`config.mk`:
```
export PLATFORM = sky130hd
export DESIGN_NAME = ceas_timekeeper_flat
export DESIGN_NICKNAME = d
export VERILOG_FILES = /design/src/rtl/ceas_timekeeper_if.sv /design/src/rtl/ceas_timekeeper.sv /design/src/flat_wrapper.sv
export SDC_FILE = /design/constraint.sdc
export NUM_CORES = 1
export LEC_CHECK = 0
export BUFFER_PORTS_ARGS = -buffer_cell sky130_fd_sc_hd__clkbuf_2
export CORE_ASPECT_RATIO = 0.75
export CORE_UTILIZATION = 35
export DETAILED_ROUTE_END_ITERATION = 8
export HOLD_SLACK_MARGIN = 0.05
export PLACE_DENSITY = 0.55
export RECOVER_POWER = 25
export SLEW_MARGIN = 20
export SYNTH_ARGS = -nofsm -noshare
export SYNTH_HDL_FRONTEND = slang
export SYNTH_SLANG_ARGS = --single-unit
export TNS_END_PERCENT = 30
```
`constraint.sdc`:
```
create_clock -name clock -period 1.8 [get_ports clock]
set_input_delay 0.18 -clock clock [delete_from_list [all_inputs] [get_ports clock]]
set_output_delay 0.18 -clock clock [all_outputs]
set_load 0.01 [all_outputs]
```
`src/rtl/ceas_timekeeper_if.sv`:
```
// ceas_timekeeper_if
// Groups the user buttons and the time-of-day outputs of the timekeeper.
//
// Signals:
//   btn_mode  debounced mode button level (driven by master)
//   btn_inc   debounced increment button level (driven by master)
//   ore       hours 0..23, registered
//   minute    minutes 0..59, registered
//   secunde   seconds 0..59, registered
//   sec_tick  one-cycle pulse in the cycle a new seconds value first appears
//   mode      current setting mode: 00 RUN, 01 SET_ORE, 10 SET_MIN
//
// Handshake: sec_tick is a valid-only strobe qualifying a fresh time value.
// There is no ready; the consumer cannot stall the clock, so it must accept
// the time fields in the cycle sec_tick is high or simply read them later.
// The time fields are always valid as levels regardless of sec_tick.
//
// Modports:
//   master  the button source / display consumer
//   slave   the timekeeper itself
interface ceas_timekeeper_if;
    logic       btn_mode;
    logic       btn_inc;
    logic [4:0] ore;
    logic [5:0] minute;
    logic [5:0] secunde;
    logic       sec_tick;
    logic [1:0] mode;

    modport master (
        output btn_mode, btn_inc,
        input  ore, minute, secunde, sec_tick, mode
    );

    modport slave (
        input  btn_mode, btn_inc,
        output ore, minute, secunde, sec_tick, mode
    );
endinterface

```
`src/rtl/ceas_timekeeper.sv`:
```
// ceas_timekeeper
// Time-of-day counter for the four-digit display. Divides the system clock
// to 1 Hz, keeps seconds/minutes/hours and wraps at 23:59:59. A mode button
// cycles RUN -> SET_ORE -> SET_MIN -> RUN; an increment button advances the
// field currently being set.
//
// Ports:
//   clock  system clock, all logic on posedge
//   reset  synchronous, active-high
//   bus    ceas_timekeeper_if.slave: buttons in; ore/minute/secunde,
//          sec_tick and mode out (all registered)
module ceas_timekeeper #(
    parameter int TICKS_PER_SEC = 50_000_000
) (
    input logic               clock,
    input logic               reset,
    ceas_timekeeper_if.slave  bus
);

    localparam int PW = (TICKS_PER_SEC > 2) ? $clog2(TICKS_PER_SEC) : 1;
    localparam logic [PW-1:0] PRESC_LAST = PW'(TICKS_PER_SEC - 1);

    // Encodings double as the externally visible mode code.
    typedef enum logic [1:0] {
        ST_RUN     = 2'b00,
        ST_SET_ORE = 2'b01,
        ST_SET_MIN = 2'b10
    } state_t;

    state_t        state_q, state_d;
    logic [PW-1:0] presc_q, presc_d;
    logic [5:0]    sec_q, sec_d;
    logic [5:0]    min_q, min_d;
    logic [4:0]    ore_q, ore_d;
    logic          tick_q, tick_d;
    logic          mode_prev_q, inc_prev_q;
    logic          mode_press, inc_press;

    // Rising-edge detect: acted on at the same edge the high level is sampled,
    // so a held button yields a single event.
    assign mode_press = bus.btn_mode & ~mode_prev_q;
    assign inc_press  = bus.btn_inc  & ~inc_prev_q;

    always_ff @(posedge clock) begin
        if (reset) begin
            state_q     <= ST_RUN;
            presc_q     <= '0;
            sec_q       <= '0;
            min_q       <= '0;
            ore_q       <= '0;
            tick_q      <= 1'b0;
            mode_prev_q <= 1'b0;
            inc_prev_q  <= 1'b0;
        end else begin
            state_q     <= state_d;
            presc_q     <= presc_d;
            sec_q       <= sec_d;
            min_q       <= min_d;
            ore_q       <= ore_d;
            tick_q      <= tick_d;
            mode_prev_q <= bus.btn_mode;
            inc_prev_q  <= bus.btn_inc;
        end
    end

    always_comb begin
        state_d = state_q;
        presc_d = presc_q;
        sec_d   = sec_q;
        min_d   = min_q;
        ore_d   = ore_q;
        tick_d  = 1'b0;
        case (state_q)
            ST_RUN: begin
                if (mode_press) begin
                    state_d = ST_SET_ORE;
                end
                // Time keeps running on the edge that leaves RUN; freezing
                // starts from the following cycle.
                if (presc_q == PRESC_LAST) begin
                    presc_d = '0;
                    tick_d  = 1'b1;
                    if (sec_q == 6'd59) begin
                        sec_d = '0;
                        if (min_q == 6'd59) begin
                            min_d = '0;
                            ore_d = (ore_q == 5'd23) ? 5'd0 : ore_q + 5'd1;
                        end else begin
                            min_d = min_q + 6'd1;
                        end
                    end else begin
                        sec_d = sec_q + 6'd1;
                    end
                end else begin
                    presc_d = presc_q + PW'(1);
                end
            end
            ST_SET_ORE: begin
                // Mode has priority; a coincident inc press is dropped.
                if (mode_press) begin
                    state_d = ST_SET_MIN;
                end else if (inc_press) begin
                    ore_d = (ore_q == 5'd23) ? 5'd0 : ore_q + 5'd1;
                end
            end
            ST_SET_MIN: begin
                if (mode_press) begin
                    // Restart the second cleanly so the first tick lands a
                    // full second after returning to RUN.
                    state_d = ST_RUN;
                    sec_d   = '0;
                    presc_d = '0;
                end else if (inc_press) begin
                    min_d = (min_q == 6'd59) ? 6'd0 : min_q + 6'd1;
                end
            end
            default: begin
                state_d = ST_RUN;
            end
        endcase
    end

    assign bus.ore      = ore_q;
    assign bus.minute   = min_q;
    assign bus.secunde  = sec_q;
    assign bus.sec_tick = tick_q;
    assign bus.mode     = state_q;

endmodule

```
`src/flat_wrapper.sv`:
```
// flat-port wrapper written by rule: the top's interface ports become plain ports
module ceas_timekeeper_flat 
#(
    parameter int TICKS_PER_SEC = 50_000_000
)
  (clock, reset, bus_btn_mode, bus_btn_inc, bus_ore, bus_minute, bus_secunde, bus_sec_tick, bus_mode);
  ceas_timekeeper_if bus_i ();
  input logic clock;
  input logic reset;
  input wire logic [$bits(bus_i.btn_mode)-1:0] bus_btn_mode;
  input wire logic [$bits(bus_i.btn_inc)-1:0] bus_btn_inc;
  output wire logic [$bits(bus_i.ore)-1:0] bus_ore;
  output wire logic [$bits(bus_i.minute)-1:0] bus_minute;
  output wire logic [$bits(bus_i.secunde)-1:0] bus_secunde;
  output wire logic [$bits(bus_i.sec_tick)-1:0] bus_sec_tick;
  output wire logic [$bits(bus_i.mode)-1:0] bus_mode;
  assign bus_i.btn_mode = bus_btn_mode;
  assign bus_i.btn_inc = bus_btn_inc;
  assign bus_ore = bus_i.ore;
  assign bus_minute = bus_i.minute;
  assign bus_secunde = bus_i.secunde;
  assign bus_sec_tick = bus_i.sec_tick;
  assign bus_mode = bus_i.mode;
  ceas_timekeeper #(.TICKS_PER_SEC(TICKS_PER_SEC)) u_core (.clock(clock), .reset(reset), .bus(bus_i));
endmodule
```
; ---- Word-level counts from Yosys, hierarchy flattened
; Cells that the tools add are included.
[word_totals]
out_inout_bits = 20
register_bits = 48
in_bits = 4
word_cells = 67
[op_classes]
n_reduce_logical = 9
n_addsub = 4
mux = 25
bitwise = 5
eq_ne = 16
[op_table]
columns = cell, n
row1 = 2-to-1 mux 26 bit, 2
row2 = one-hot mux 26 bit (2 select lines), 1
row3 = 2-to-1 mux 6 bit, 8
row4 = 2-to-1 mux 5 bit, 6
row5 = adder 26 x 1 -> 26 bit (second input constant), 1
row6 = == test 26 bit (second input constant), 1
row7 = one-hot mux 6 bit (2 select lines), 2
row8 = != test 2 x 1 -> 1 bit (second input constant), 8
row9 = adder 6 x 1 -> 6 bit (second input constant), 2
row10 = == test 6 bit (second input constant), 2
row11 = one-hot mux 5 bit (2 select lines), 1
row12 = 2-to-1 mux 2 bit, 3
row13 = one-hot mux 2 bit (3 select lines), 1
row14 = AND reduction 3 bit, 2
row15 = AND reduction 6 bit, 1
row16 = adder 5 x 1 -> 5 bit (second input constant), 1
row17 = == test 5 bit (second input constant), 1
row18 = AND reduction 5 bit, 1
row19 = != test 2 bit (second input constant), 2
row20 = nonzero test 2 bit, 2
row21 = NOT 1 bit, 3
row22 = bitwise AND 1 bit, 2
row23 = == test 2 x 1 -> 1 bit (second input constant), 1
row24 = == test 2 bit (second input constant), 1
row25 = 4 further kinds, 4

; ---- Logic depth before layout (Yosys ltp)
[logic_depth]
depth_word = 6
ltp_mapped = 9
mapped_depth_nobuf = 7

; ---- Worst setup path after synthesis
; No wires, ideal clock.
[synth_timing]
kind = register to register
start = register u_core.presc_q[0]
end = register u_core.presc_q[11]
arrival_time_ns = 1.828
setup_ns = 0.115
path_buffers = 2
period_less_slack_ns = 1.942
setup_slack_ns = -0.142
path_stages_with_launch = 10
required_time_ns = 1.685
cell_sequence = dfxtp_1 > ha_1 > nand2_1 > or3_4 > o21bai_4 > and2_4 > or2_1 > buf_2 > buf_6 > nor2_1
[synth_between]
elab_chain_cells = 3
word_cells_on_any_way = 4
cone_classes = add/sub (1) / eq/ne (1) / mux (2)
[synth_lines]
columns = element, line
row1 = "start, declared", ceas_timekeeper.sv:31  ; logic [PW-1:0] presc_q, presc_d;
row2 = "start signal, assigned", ceas_timekeeper.sv:56  ; presc_q <= presc_d;
row3 = adder 26 x 1 -> 26 bit or == test 26 bit (tied branches), "ceas_timekeeper.sv:95, ceas_timekeeper.sv:80"
row4 = 2-to-1 mux 26 bit *, ceas_timekeeper.sv:80  ; if (presc_q == PRESC_LAST) begin
row5 = one-hot mux 26 bit (2 select lines) *, ceas_timekeeper.sv:73  ; case (state_q)
; Every way passes the cells marked *; elsewhere a longest branch is shown, timed or not.
; A chain may end at the register's enable or synchronous reset.

; ---- Worst setup path in the final report
[layout_timing]
start = register u_core.presc_q[19]
end = register u_core.ore_q[0], in the netlist u_core.bus.ore[0]
[layout_between]
elab_chain_cells = 3
[layout_lines]
columns = element, line
row1 = == test 26 bit, ceas_timekeeper.sv:80
row2 = != test 2 x 1 -> 1 bit (no line), --
row3 = AND reduction 6 bit (no line), --
row4 = "end signal, assigned", ceas_timekeeper.sv:59  ; ore_q <= ore_d;
row5 = "end, declared", ceas_timekeeper.sv:34  ; logic [4:0] ore_q, ore_d;
; No other way between the ends.

==> reports/qor.csv <==
stage,metric,value,unit
run_status,outcome,"finished, violations left",
run_status,violations_in_the_final_reports,negative setup slack,
synthesis,area_leader_netlist,sky130_fd_sc_hd__dfxtp_1,
routing,detailroute.via_count,2412,
synthesis,ys_top_cells_by_area,"sky130_fd_sc_hd__dfxtp_1 38%, sky130_fd_sc_hd__nor2_1 6.6%, sky130_fd_sc_hd__xor2_1 4.5%, sky130_fd_sc_hd__nand3_1 4.2%, sky130_fd_sc_hd__nand2_1 3.4%",
cells_and_area,area.growth.synth_to_final,40.0,%
clocking,clk_pin_slew,0.10,ns
worst_setup_path,timing.critical_path.slowest_stage_cell,sky130_fd_sc_hd__nor4bb_4,
synthesis,syn_area_per_cell,8.76,sq um
clocking,ctsHtreeMaxLevel,2,
floorplanning,die_w,99.9,um
clocking,tritoncts,built,
routing,detail_route.wirelength,6630,um
routing,drt_pre_antenna_iters,4,
timing,worst_clock_skew,0.0122,ns
timing,grt_setup_unrepaired,true,
routing,drt-initial-drc-count,69,
power,leakagePower,1.46,nW
cells_and_area,layoutNonFillerInstCount,481,
floorplanning,num_io_pins,24,
timing,fin_crit,1.86,ns
cells_and_area,fin_nets,390,
min_path,min_path_type,in -> reg,
global_routing,grt_start_max_net_pins,16,
worst_setup_path,worst-endpoint-arrival,2.07,ns
worst_setup_path,depth_of_the_worst_register_to_register_path,7,
routing,antenna_violating_nets_post_route,0,
cells_and_area,layout-drive-gt1-share,0.397,
place,place.detailed.hpwl,4660,um
clocking,clkLatencyLatePin,0.31,ns
place,dpl.cell_count,465,
worst_setup_path,cp-end-kind,flop,
routing,drt-vias-per-instance,5.01,
min_path,hold-path-cell-count,2,
cells_and_area,layout.filler_cells,619,
synthesis,yosysWarnings,0,
clocking,cts.path.max_buffers,2,
clocking,clock-root-buffer,sky130_fd_sc_hd__clkbuf_8,
floorplanning,die_height,75.4,um
synthesis,yosysUniqueCellTypes,57,
timing,finalHoldViolations,0,
timing,tightestPinTransition,0.496,ns
clocking,post_cts_hold_buffer_count,0,
place,routabilityCongestion,0.807,
power,max-vdd-ir-drop,0.000382,V
worst_setup_path,critical_path_buffer_and_inverter_count,1,
floorplanning,coreArea,0.00686,sq mm
global_routing,first_global_vias,2208,
floorplanning,die-area,0.00753,sq mm
synthesis,synth_sequential_area_ratio,0.382,
routing,route.detailed.drc,0,
synthesis,cell_area_synth,0.00251,sq mm
timing,timing.final.setup_violations,13,
clocking,cts_buffers,5,
timing,maxSlewViolCount,0,
synthesis,synth_ff_type,sky130_fd_sc_hd__dfxtp_1,
clocking,clock-sinks,48,
synthesis,synth.top_cell.area_share,0.382,
synthesis,ys_ff_latch,48,
worst_setup_path,setup.worst_path.start_class,flop,
worst_setup_path,slowest_delay,0.37,ns
worst_setup_path,worst-path-stages,7,
timing,max_slew_margin,0.669,
synthesis,synth_edf_count,0,
global_routing,grt_pass1_wl,10600,um
synthesis,asyncSetResetFlopFracSynth,0,
timing,finalCritPeriodShare,1.03,
worst_setup_path,path_cells,"nor4bb_4, and4_4, nand4b_1, buf_6, a21oi_4, mux2i_1, nor2_1",
power,powerDensity,609,mW/mm^2
worst_setup_path,worst-setup-path-type,reg -> reg,
global_routing,grt_usage,0.180,
routing,routedWlPerCell,13.8,um
worst_setup_path,required,2.01,ns
synthesis,postSynthCellCount,287,
timing,maximum_clock_frequency,0.538,GHz
synthesis,postSynthNetCount,295,
worst_setup_path,cp_top_family,simple AND/OR/NAND/NOR gates,
timing,post-route-worst-setup-slack,-0.0580,ns
floorplanning,placementRows,26,
place,io_buffers,23,
global_routing,antenna_found_initial,0,
floorplanning,initial_util,0.366,
timing,setup_tns,-0.356,ns
cells_and_area,antenna_diode_instance_count,0,
worst_setup_path,critPathMaxFanout,5,
global_routing,globalRouteOverflowTotal,0,
run,max_cap_violations,0,
==> registers in the layout, summed over array words and instances, names as in the netlist <==
register and count:
u_core.bus.minute 6, u_core.inc_prev_q 1, u_core.mode_prev_q 1, u_core.bus.mode 2, u_core.bus.secunde 6, u_core.presc_q 26, u_core.bus.sec_tick 1, u_core.bus.ore 5
==> cells by family (layout without fill, tap and decap cells) <==
group	after synthesis	in the layout	synth area share
fa+ha+maj	4	4	0.0199
flops	48	48	0.382
buf+inv	15	111	0.0418
mux	4	4	0.0159
simple gates	152	152	0.339
compound gates	44	44	0.131
xor+xnor	20	20	0.0697
==> routing by layer <==
layer	routed length, um	vias to the layer above	global-route usage	part of all wire
met2	2990	38	0.294	0.45
met5	0	-	0	0
met4	47	0	0.0425	0.0071
met1	3380	1145	0.249	0.51
met3	221	5	0.0330	0.033
li1	-	1224	-	-
==> what timing repair did <==
item	in CTS	in global routing
pin swaps	9	25
setup endpoints to repair	35	43
resized for setup	10	27
setup buffers	2	6
==> stage by stage <==
step	power [mW]	setup WS, ns	hold slack (ns)	instance area (sq um)	util
after global placement	1.42	-0.129	0.413	3220	0.469
after detailed placement	1.42	-0.139	0.437	3220	0.469
after floorplan	1.29	-0.0113	0.308	2560	-
after CTS	2.14	-0.0641	0.114	3370	0.491
final	2.14	-0.0580	0.113	3520	0.513
after global routing	2.22	-0.123	0.129	3520	0.513
==> where the power goes <==
group	internal (mW)	switching (mW)
combinational	0.141	0.175
clock	0.315	0.408
sequential	1.08	0.0193
total	1.54	0.603
==> cells in the final DEF (no fill, tap or decap), types with 3 or more instances in the layout <==
master,count
sky130_fd_sc_hd__clkbuf_2,18
sky130_fd_sc_hd__a21oi_1,7
sky130_fd_sc_hd__nor3_1,9
sky130_fd_sc_hd__clkbuf_1,5
sky130_fd_sc_hd__nand2_1,22
sky130_fd_sc_hd__nand3_1,21
sky130_fd_sc_hd__mux2i_1,4
sky130_fd_sc_hd__nor3b_1,3
sky130_fd_sc_hd__dfxtp_2,13
sky130_fd_sc_hd__or3_1,3
sky130_fd_sc_hd__nor2b_1,5
sky130_fd_sc_hd__o21ai_0,3
sky130_fd_sc_hd__nand4_1,10
sky130_fd_sc_hd__a21oi_2,5
sky130_fd_sc_hd__buf_4,68
sky130_fd_sc_hd__clkbuf_8,6
sky130_fd_sc_hd__xnor2_1,7
sky130_fd_sc_hd__buf_6,6
sky130_fd_sc_hd__dfxtp_1,33
sky130_fd_sc_hd__inv_1,5
sky130_fd_sc_hd__nor2_1,43
sky130_fd_sc_hd__nand3b_1,3
sky130_fd_sc_hd__a311oi_1,9
sky130_fd_sc_hd__xor2_1,13
sky130_fd_sc_hd__nand2b_1,5
==> area by class of cell <==
type / instances / area, sq um / area share
Multi-Input combinational cell: 224 / 1590 / 0.452
Sequential cell: 48 / 985 / 0.280
Timing Repair Buffer: 98 / 707 / 0.201
Tap cell: 98 / 123 / 0.0349
Clock buffer: 6 / 82.6 / 0.0235
Inverter: 5 / 18.8 / 0.00533
Clock inverter: 2 / 12.5 / 0.00356
==> final timing paths <==
path	from	to	slack [ns]
min	bus_btn_mode	u_core.mode_prev_q	0.11
max reg2reg	u_core.presc_q[19]	u_core.bus.ore[0]	-0.06
min reg2reg	u_core.presc_q[23]	u_core.presc_q[23]	0.51
max	u_core.presc_q[19]	u_core.bus.ore[0]	-0.06
==> cells in the mapped netlist (3+ instances only) <==
cell	instances
sky130_fd_sc_hd__nand2_1	23
sky130_fd_sc_hd__nor2b_1	5
sky130_fd_sc_hd__nor3_1	9
sky130_fd_sc_hd__a311oi_1	9
sky130_fd_sc_hd__nand3_1	21
sky130_fd_sc_hd__nand2b_1	5
sky130_fd_sc_hd__xnor2_1	7
sky130_fd_sc_hd__xor2_1	13
sky130_fd_sc_hd__nand4_1	10
sky130_fd_sc_hd__a21oi_1	12
sky130_fd_sc_hd__mux2i_1	4
sky130_fd_sc_hd__nand3b_1	3
sky130_fd_sc_hd__inv_1	5
sky130_fd_sc_hd__nor3b_1	3
sky130_fd_sc_hd__ha_1	4
sky130_fd_sc_hd__o21ai_0	4
sky130_fd_sc_hd__clkbuf_1	4
sky130_fd_sc_hd__or3_1	3
sky130_fd_sc_hd__clkbuf_8	4
sky130_fd_sc_hd__dfxtp_1	48
sky130_fd_sc_hd__nor2_1	44
No activity file was read; power rests on OpenSTA's default activity.
